--- config.mk ---
export PLATFORM = sky130hd
export DESIGN_NAME = rr_onehot_arb4
export DESIGN_NICKNAME = d
export VERILOG_FILES = /design/src/rtl/rr_onehot_arb4.sv
export SDC_FILE = /design/constraint.sdc
export NUM_CORES = 1
export LEC_CHECK = 0
export BUFFER_PORTS_ARGS = -buffer_cell sky130_fd_sc_hd__buf_2
export CAP_MARGIN = 20
export CELL_PAD_IN_SITES_DETAIL_PLACEMENT = 2
export CELL_PAD_IN_SITES_GLOBAL_PLACEMENT = 2
export CORE_ASPECT_RATIO = 1.2
export CORE_MARGIN = 2
export CORE_UTILIZATION = 31
export DETAILED_ROUTE_END_ITERATION = 10
export PLACE_DENSITY_LB_ADDON = 0.1
export SLEW_MARGIN = 20
export SYNTH_ARGS = -nofsm -noshare
export SYNTH_HDL_FRONTEND = slang
export SYNTH_SLANG_ARGS = --single-unit
--- constraint.sdc ---
create_clock -name clk -period 2.9 [get_ports clk]
set_clock_uncertainty 0.05 [all_clocks]
set_input_delay 0.58 -clock clk [delete_from_list [all_inputs] [get_ports clk]]
set_output_delay 0.58 -clock clk [all_outputs]
set_load 0.005 [all_outputs]
--- src/rtl/rr_onehot_arb4.sv ---
// Four-input round-robin arbiter with sticky pending requests.
// Holds a registered one-hot grant until the consumer acknowledges it.
module rr_onehot_arb4 #(
  parameter logic [1:0] RESET_LAST = 2'd3,
  parameter int         CNT_W      = 8
) (
  input  logic             clk,
  input  logic             rst,
  input  logic [3:0]       req,
  input  logic             grant_ack,
  output logic [3:0]       grant,
  output logic             grant_valid,
  output logic [3:0]       pending,
  output logic [CNT_W-1:0] gnt_count
);

  typedef enum logic {
    IDLE,
    GRANT
  } state_t;

  state_t           state_q, state_d;
  logic [3:0]       grant_q, grant_d;
  logic [3:0]       pending_q, pending_d;
  logic [1:0]       last_q, last_d;
  logic [CNT_W-1:0] gnt_count_q, gnt_count_d;

  logic [3:0]       win_oh;
  logic             win_found;
  logic [1:0]       scan_idx;
  logic [1:0]       grant_idx;
  logic [3:0]       clr;

  // circular search starting just after the last granted index
  always_comb begin
    win_oh    = '0;
    win_found = 1'b0;
    scan_idx  = '0;
    for (int k = 1; k <= 4; k++) begin
      scan_idx = last_q + 2'(k);
      if (!win_found && pending_q[scan_idx]) begin
        win_oh[scan_idx] = 1'b1;
        win_found        = 1'b1;
      end
    end
  end

  always_comb begin
    grant_idx = '0;
    unique case (1'b1)
      grant_q[0]: grant_idx = 2'd0;
      grant_q[1]: grant_idx = 2'd1;
      grant_q[2]: grant_idx = 2'd2;
      grant_q[3]: grant_idx = 2'd3;
      default:    grant_idx = '0;
    endcase
  end

  always_comb begin
    state_d     = state_q;
    grant_d     = grant_q;
    last_d      = last_q;
    gnt_count_d = gnt_count_q;
    clr         = '0;
    unique case (state_q)
      IDLE: begin
        if (win_found) begin
          grant_d = win_oh;
          state_d = GRANT;
        end
      end
      GRANT: begin
        if (grant_ack) begin
          clr         = grant_q;
          last_d      = grant_idx;
          gnt_count_d = gnt_count_q + CNT_W'(1);
          grant_d     = '0;
          state_d     = IDLE;
        end
      end
      default: begin
        grant_d = '0;
        state_d = IDLE;
      end
    endcase
    // a re-request in the ack cycle keeps the bit pending
    pending_d = (pending_q & ~clr) | req;
  end

  always_ff @(posedge clk) begin
    if (rst) begin
      state_q     <= IDLE;
      grant_q     <= '0;
      pending_q   <= '0;
      last_q      <= RESET_LAST;
      gnt_count_q <= '0;
    end else begin
      state_q     <= state_d;
      grant_q     <= grant_d;
      pending_q   <= pending_d;
      last_q      <= last_d;
      gnt_count_q <= gnt_count_d;
    end
  end

  assign grant       = grant_q;
  assign grant_valid = (state_q == GRANT);
  assign pending     = pending_q;
  assign gnt_count   = gnt_count_q;

endmodule
==> summary.md, run 1 <==
| Metric | Value |
|---|---|
| Die Y | `68.4 um` |
| Setup Crit Path Kind | `reg -> reg` |
| Post-placement cell count | `178` |
| Post-CTS Setup Bufs | `0` |
| Critical-path cell list | `inv_1 > ha_1 > mux4_1 > nor2b_1 > a221oi_1 > o22ai_1` |
| Main synth FF type | `dfxtp_1` |
| Clk buf depth | `2` |
| Startpoint types | `flop` |
| CTS Buf Count | `3` |
| Routed wire length | `2.97 mm` |
| Hold buffers post-CTS | `0` |
| Gate Count Post-Synth | `122` |
| Max cap viols | `0` |
| Critical Path RT | `2.99 ns` |
| Tcrit/Tclk final | `81.1%` |
| Iteration count of the initial detailed-routing pass | `4` |
| Worst R2R Path Depth | `6` |
| Most common cell after layout, fill and taps aside | `buf_2` |
| F_max | `425 MHz` |
| Via count | `1008` |
| N_diodes | `0` |
| Reg clk slew, reported paths | `0.07 ns` |
| Top-area cell type share of the netlist area | `35.6%` |
| Vias in the first global route | `1050` |
| Post-synthesis sequential area ratio | `35.6%` |
| Status | `finished, final reports clean` |
| Worst vdd ir | `0.185 mV` |
| H-tree Lvls | `1` |
| Nets@finish | `162` |
| Post-DRT Antenna Nets | `0` |
| Synth area leader | `dfxtp_1` |
| Routed length per instance | `16.3 um` |
| I/O Pins | `24` |
| Hold crit path type | `reg -> reg` |
| Clk_lat worst skew | `0.26 ns` |
| EDFF count, synth | `0` |
| Root Driver | `clkbuf_8` |
| Least-Margin Pin Slew | `0.436 ns` |
| DRC Markers | `0` |
| First-pass GRT wire length | `5.00 mm` |
| P&R area growth vs syn | `18.6%` |
| Count of pins over their slew limit | `0` |
| First DRT Iteration DRCs | `22` |
| Synth warn | `0` |
| Final setup viols | `0` |
| CORE AREA | `3310 um^2` |
| CTS sink cnt | `19` |
| Post-route insts no fill | `182` |
| Final Hold Viols | `0` |
| Post-CTS sizing | `0` |
| Initial antenna violation count | `0` |
| # rows | `23` |
| Share of cells above drive strength 1 | `21.4%` |
| Headroom to the max-slew limit | `70.7%` |
| Utilization after layout | `38.3%` |
| Post-DP HPWL | `2.32 mm` |
| Filler cell count | `391` |
| Post-synthesis average cell area | `8.77 um^2` |
| Synth top area cells | `dfxtp_1 36%, ha_1 11%, nor2_1 5.3%` |
| Synthesized area | `1070 um^2` |
| RSZ-0062 raised after global routing | `no` |
| Overall power | `0.634 mW` |
| GRT Total Usage | `16.6%` |
| Gp weighted congestion | `0.722` |
| Setup TNS | `0 ns` |
| Post-synth ARST share | `0%` |
| Slowest stage delay, CP | `0.54 ns` |
| Largest net degree at the start of global routing | `21` |
| P_leak | `0.556 nW` |
| CP Max Fanout | `9` |
| Critical Path AT | `2.44 ns` |
| Total congestion overflow | `0` |
| Most frequent cells in the layout | `23 x buf_2, 19 x dfxtp_1, 15 x nor2_1` |
| Final WS setup | `0.548 ns` |
| TritonCTS clock tree | `done` |
| Vias per inst | `5.54` |
| Yosys reg bits | `19` |
| Die width | `57.6 um` |
| Number of distinct library cells after synthesis | `32` |
| Pwr dens | `500 nW/um^2` |
| Initial Utilization | `32.3%` |
| Die area | `3940 um^2` |
| Mapped Nets | `138` |
| Crit-path slowest cell | `mux4_1` |
| Final min period | `2.35 ns` |
| Hold depth | `2` |
| Pre-CTS WS | `0.535 ns` |
| Port bufs | `23` |
| Crit. End Element | `flop` |
-- worst max-delay path, delay by kind of cell (launching register included) --
kind	cells	cell delay (ns)
mux	1	0.54
flops	1	0.52
compound gates	2	0.40
fa+ha+maj	1	0.37
simple gates	1	0.18
buf+inv	1	0.17
-- layout make-up --
cell class | instances | area [um^2] | area share [%]
clock buffers | 4 | 45.0 | 3.55
inverters | 2 | 7.51 | 0.592
multi-input cells | 95 | 659 | 52.0
flip-flops and latches | 19 | 380 | 30.0
well taps | 37 | 46.3 | 3.65
repair buffers | 25 | 130 | 10.3
-- kinds of logic after synthesis --
kind of cell / count (synthesis) / synth area share, %
and+or+nand+nor: 45 / 20.5
adders and majority gates: 9 / 10.5
buffers and inverters: 8 / 2.81
muxes: 5 / 7.49
xor gates and xnor gates: 5 / 4.09
AOI/OAI and AO/OA: 31 / 19.1
DFF: 19 / 35.6
-- power by group --
group          switching [mW]  leakage [nW]  internal (mW)
Combinational          0.0734         0.377         0.0642
Clock                  0.0922        0.0228         0.0979
Sequential             0.0281         0.156          0.278
Total                   0.194         0.556          0.440
-- state kept, by name (all words and copies together) (netlist names) --
name	flops
grant	4
grant_valid	1
last_q	2
pending	4
gnt_count	8
-- cell usage after synthesis (all sizes together) (2+ instances only) --
master and n:
clkbuf 6, mux4 2, mux2i 2, a21oi 7
inv 2, o22ai 4, dfxtp 19, xor2 4
o21ai 8, ha 9, nand2 13, nand4 3
o21bai 2, nor2 15, a221oi 4, or3 2
a32oi 4, nor3 4
-- through the flow --
stage	instance area, um^2	hold WS, ns
final	1270	0.442
after global routing	1270	0.490
after CTS	1270	0.451
after detailed placement	1220	0.440
after global placement	1220	0.416
after floorplan	1070	0.424
-- worst paths after layout --
path	start	to	slack, ns
max	last_q[1]$_SDFFE_PP1P_	grant[2]$_SDFFE_PP0P_	0.55
max reg2reg	last_q[1]$_SDFFE_PP1P_	grant[2]$_SDFFE_PP0P_	0.55
min reg2reg	gnt_count[7]$_SDFFE_PP0P_	gnt_count[7]$_SDFFE_PP0P_	0.44
min	gnt_count[7]$_SDFFE_PP0P_	gnt_count[7]$_SDFFE_PP0P_	0.44
-- per-layer routing --
| metal | share of wire [%] | GRT usage, % | vias to the layer above |
|---|---|---|---|
| met2 | 53 | 31.0 | 20 |
| met4 | 1.8 | 7.85 | 0 |
| met1 | 43 | 18.9 | 487 |
| met5 | 0 | 0 | - |
| met3 | 2.8 | 1.32 | 6 |
| li1 | - | - | 495 |
(Power assumes the default switching activity.)
==> inputs of run 2 (changes only) <==
--- a/config.mk
+++ b/config.mk
@@ -11,7 +11,7 @@
 export CELL_PAD_IN_SITES_GLOBAL_PLACEMENT = 2
 export CORE_ASPECT_RATIO = 1.2
 export CORE_MARGIN = 2
-export CORE_UTILIZATION = 31
+export CORE_UTILIZATION = 28
 export DETAILED_ROUTE_END_ITERATION = 10
 export PLACE_DENSITY_LB_ADDON = 0.1
 export SLEW_MARGIN = 20
==> constraint.sdc (replaced) <==
create_clock -name clk -period 1.91 [get_ports clk]
set_clock_uncertainty 0.05 [all_clocks]
set_input_delay 0.382 -clock clk [delete_from_list [all_inputs] [get_ports clk]]
set_output_delay 0.382 -clock clk [all_outputs]
set_load 0.005 [all_outputs]
==> run 2 against run 1 <==
Net effect: sequential share of layout area shrank 2.5 points; clock power grew 54%; largest power group unchanged; worst setup slack lost 0.50 ns; non-clock buffer count grew 9.
==> summary.md, run 2 (synthesis results as in run 1) <==
| Metric | Value |
|---|---|
| Startpoint types | `flop` |
| First DRT Iteration DRCs | `14` |
| Crit path launch | `last_q[0]$_SDFFE_PP1P_` |
| Critical-path cell list | `inv_4 > ha_4 > mux4_2 > nor2b_4 > a221oi_2 > o22ai_1` |
| Final Hold Viols | `0` |
| H-tree Lvls | `1` |
| Post-DRT Antenna Nets | `0` |
| Crit-path slowest cell | `mux4_2` |
| Count of pins over their slew limit | `0` |
| Port bufs | `23` |
| Status | `finished, final reports clean` |
| Most common cell after layout, fill and taps aside | `buf_2` |
| Vias in the first global route | `1089` |
| F_max | `538 MHz` |
| Final instance area | `1400 um^2` |
| Max reg flops | `8` |
| Post-DP HPWL | `2.64 mm` |
| DRC Markers | `0` |
| Worst R2R Path Depth | `6` |
| Hold buffers post-CTS | `0` |
| Final setup viols | `0` |
| Max cap viols | `0` |
| Least-Margin Pin Slew | `0.470 ns` |
| Nets@finish | `171` |
| Critical Path RT | `2.00 ns` |
| Total congestion overflow | `0` |
| First-pass GRT wire length | `5.55 mm` |
| RSZ-0062 raised after global routing | `yes` |
| Root Driver | `clkbuf_8` |
| Routed wire length | `3.55 mm` |
| Initial antenna violation count | `0` |
| Placed Area | `1330 um^2` |
| Crit. End Element | `flop` |
| Critical Path AT | `1.95 ns` |
| Reg clk slew, reported paths | `0.08 ns` |
| Gp weighted congestion | `0.814` |
| Worst vdd ir | `0.262 mV` |
| I/O Pins | `24` |
| Setup Crit Path Kind | `reg -> reg` |
| GRT Total Usage | `17.5%` |
| Initial Utilization | `29.2%` |
| Hold crit path type | `in -> reg` |
| Worst hold slack | `0.285 ns` |
| Vias per inst | `5.09` |
| TritonCTS clock tree | `done` |
| Die width | `60.4 um` |
| Most frequent cells in the layout | `23 x buf_2, 17 x dfxtp_1, 15 x nor2_1` |
| CP Max Fanout | `4` |
| # rows | `24` |
| Tcrit/Tclk final | `97.2%` |
| CTS Buf Count | `3` |
| N_diodes | `0` |
| Routed length per instance | `17.2 um` |
| Hold depth | `3` |
| Clk buf depth | `2` |
| Pwr dens | `742 nW/um^2` |
| Via count | `1049` |
| Iteration count of the initial detailed-routing pass | `2` |
| Slowest stage delay, CP | `0.50 ns` |
| Final min period | `1.86 ns` |
| Largest net degree at the start of global routing | `21` |
| RR Startpoint | `last_q[0]$_SDFFE_PP1P_` |
| P&R area growth vs syn | `31.2%` |
| Die area | `4330 um^2` |
| CTS sink cnt | `19` |
| Share of cells above drive strength 1 | `33.1%` |
| Setup TNS | `0 ns` |
| Utilization after layout | `38.3%` |
| P_leak | `0.603 nW` |
| Clk_lat worst skew | `0.26 ns` |
| Headroom to the max-slew limit | `68.4%` |
| CORE AREA | `3660 um^2` |
| Die Y | `71.7 um` |
| Worst Hold Launch | `req[0]` |
==> run 2: cell count changes in the layout (fill, tap and decap cells not counted), moves of 2 or more <==
cell / delta
a221oi_1: -4
a221oi_2: +4
buf_4: +9
dfxtp_1: -2
inv_1: -2
==> run 2: final timing paths <==
kind | end | slack (ns)
worst max-delay path | grant[1]$_SDFFE_PP0P_ | 0.05
worst min-delay path | pending[0]$_SDFF_PP0_ | 0.29
worst max register to register | grant[1]$_SDFFE_PP0P_ | 0.05
worst min register to register | gnt_count[7]$_SDFFE_PP0P_ | 0.44
==> run 2: layout make-up <==
type | instances | area, um^2
fillers | 445 | 2260
inverters | 2 | 10.0
repair buffers | 34 | 198
flip-flops and latches | 19 | 385
multi-input cells | 95 | 701
clock buffers | 4 | 45.0
well taps | 52 | 65.1
==> run 2: per-stage QoR <==
stage | setup slack (ns) | cells | power (mW)
after global placement | 0.120 | 199 | 0.740
after floorplan | -0.0102 | 122 | 0.646
after global routing | -0.0476 | 206 | 1.11
after detailed placement | 0.0441 | 199 | 0.752
after CTS | 0.0292 | 203 | 1.05
final | 0.0528 | 206 | 1.04
==> run 2: report_power, final <==
part / switching, mW / total, mW / leakage [nW] / internal (mW)
clock: 0.145 / 0.293 / 0.0228 / 0.149
combinational: 0.153 / 0.290 / 0.425 / 0.137
sequential: 0.0355 / 0.459 / 0.155 / 0.423
total: 0.333 / 1.04 / 0.603 / 0.709
==> run 2: what timing repair did <==
action,4_1_cts,5_1_grt
gates resized for setup,0,2
setup endpoints to repair,0,4
setup buffers,0,3
==> run 2: worst max-delay path: cells and delay by family (launching register included) <==
kind,cells,cell delay (ns)
DFF,1,0.37
adders and majority gates,1,0.27
and+or+nand+nor,1,0.17
buffers and inverters,1,0.05
AOI/OAI and AO/OA,2,0.33
muxes,1,0.50
==> run 2: per-layer routing <==
metal / vias up / GRT usage, % / wire [um]
met5: - / 0 / 0
met1: 523 / 19.8 / 1480
met4: 0 / 6.76 / 43
met2: 12 / 32.0 / 1950
li1: 512 / - / -
met3: 2 / 2.35 / 71
==> inputs of run 3 (changes only) <==
==> constraint.sdc (replaced) <==
create_clock -name clk -period 1.91 [get_ports clk]
set_clock_uncertainty 0.05 [all_clocks]
set_input_delay 0.191 -clock clk [delete_from_list [all_inputs] [get_ports clk]]
set_output_delay 0.191 -clock clk [all_outputs]
set_load 0.005 [all_outputs]
==> run 3 against run 2 <==
Net effect: first-iteration DRC count up 14%; clock-buffer cell count down 1; wire length down 3.5%; die area unchanged; critical path depth unchanged; core utilization about the same; combinational power about the same; flip-flop and latch count unchanged; sequential power about the same; register-to-register slack about the same; largest cell class unchanged.
==> summary.md, run 3 (synthesis results as in run 1) <==
| Metric | Value |
|---|---|
| CORE AREA | `3660 um^2` |
| Critical-path cell list | `inv_4 > ha_4 > mux4_2 > nor2b_4 > a221oi_2 > o22ai_1` |
| Gp weighted congestion | `0.818` |
| # rows | `24` |
| Worst hold slack | `0.0842 ns` |
| Die area | `4330 um^2` |
| CP Max Fanout | `4` |
| Initial Utilization | `29.2%` |
| WP buf/inv | `1` |
| RSZ-0062 raised after global routing | `yes` |
| Root Driver | `clkbuf_8` |
| Initial antenna violation count | `0` |
| Die Y | `71.7 um` |
| Worst vdd ir | `0.241 mV` |
| Largest delay share family, worst path | `multiplexers` |
| Crit. End Element | `flop` |
| Routed wire length | `3.43 mm` |
| First-pass GRT wire length | `5.60 mm` |
| Share of cells above drive strength 1 | `33.1%` |
| Hold crit path type | `in -> reg` |
| Max reg flops | `8` |
| F_max | `539 MHz` |
| H-tree Lvls | `1` |
| I/O Pins | `24` |
| Post-DRT Antenna Nets | `0` |
| Total congestion overflow | `0` |
| DRC Markers | `0` |
| Headroom to the max-slew limit | `69.0%` |
| Max cap viols | `0` |
| Final Hold Viols | `0` |
| Vias per inst | `5.17` |
| CTS Buf Count | `3` |
| First DRT Iteration DRCs | `16` |
| CTS sink cnt | `19` |
| TritonCTS clock tree | `done` |
| Die width | `60.4 um` |
| P_leak | `0.608 nW` |
| Hold buffers post-CTS | `0` |
| GRT Total Usage | `17.4%` |
| Least-Margin Pin Slew | `0.462 ns` |
| Critical Path RT | `2.00 ns` |
| Overall power | `1.04 mW` |
| Crit-path slowest cell | `mux4_2` |
| N_diodes | `0` |
| Startpoint types | `flop` |
| Final setup viols | `0` |
| P&R area growth vs syn | `31.1%` |
| Critical Path AT | `1.95 ns` |
| Count of pins over their slew limit | `0` |
| Slowest stage delay, CP | `0.48 ns` |
| Post-DP HPWL | `2.68 mm` |
| Final min period | `1.86 ns` |
| Routed length per instance | `16.6 um` |
| Nets@finish | `171` |
| Most common cell after layout, fill and taps aside | `buf_2` |
| Via count | `1066` |
| Tcrit/Tclk final | `97.1%` |
| Clk buf depth | `2` |
| Pwr dens | `743 nW/um^2` |
| Most frequent cells in the layout | `23 x buf_2, 17 x dfxtp_1, 15 x nor2_1` |
| Iteration count of the initial detailed-routing pass | `4` |
| Setup Crit Path Kind | `reg -> reg` |
| Reg clk slew, reported paths | `0.08 ns` |
| Status | `finished, final reports clean` |
| Vias in the first global route | `1153` |
| Clk_lat worst skew | `0.26 ns` |
| Largest net degree at the start of global routing | `21` |
| Utilization after layout | `38.3%` |
| Port bufs | `23` |
-- run 3: what timing repair did --
| item | 4_1_cts | 5_1_grt |
|---|---|---|
| endpoints found under the setup margin | 0 | 3 |
| buffers inserted | 0 | 4 |
| gates resized for setup | 0 | 0 |
-- run 3: worst min-delay path, delay by kind of cell --
kind / cells / cell delay (ns)
AOI/OAI and AO/OA: 1 / 0.03
and+or+nand+nor: 1 / 0.07
buffers and inverters: 1 / 0.08
-- run 3: path summary, 6_finish.rpt --
kind,start,endpoint,slack [ns],cells after the start
setup / recovery,last_q[0]$_SDFFE_PP1P_,grant[0]$_SDFFE_PP0P_,0.05,6
hold / removal,req[1],pending[1]$_SDFF_PP0_,0.08,3
setup reg to reg,last_q[0]$_SDFFE_PP1P_,grant[0]$_SDFFE_PP0P_,0.05,6
hold reg to reg,gnt_count[7]$_SDFFE_PP0P_,gnt_count[7]$_SDFFE_PP0P_,0.44,2
-- run 3: cell type report --
type / instances / area [um^2]
multi-input combinational: 95 / 701
timing repair buffer: 34 / 198
clock buffer: 3 / 41.3
clock inverter: 1 / 5.00
fill: 434 / 2260
sequential: 19 / 383
inverter: 2 / 10.0
tap: 52 / 65.1
-- run 3: metrics by stage --
stage / cells / TNS, ns / area, um^2 / worst slack [ns]
2_1_floorplan: 122 / -0.0406 / 1130 / -0.0102
5_1_grt: 206 / -0.0894 / 1400 / -0.0428
4_1_cts: 202 / 0 / 1370 / 0.0660
6_report: 206 / 0 / 1400 / 0.0546
3_5_place_dp: 198 / 0 / 1330 / 0.0817
3_3_place_gp: 198 / 0 / 1330 / 0.120
-- run 3: where the power goes --
group	internal [mW]	switching [mW]
logic	0.139	0.149
clock network	0.146	0.150
registers	0.423	0.0361
total	0.708	0.335
-- run 3: metal layers --
metal | wire (um) | track usage, %
met5 | 0 | 0
met4 | 59 | 7.00
met3 | 74 | 1.99
met2 | 1930 | 32.4
met1 | 1360 | 19.3
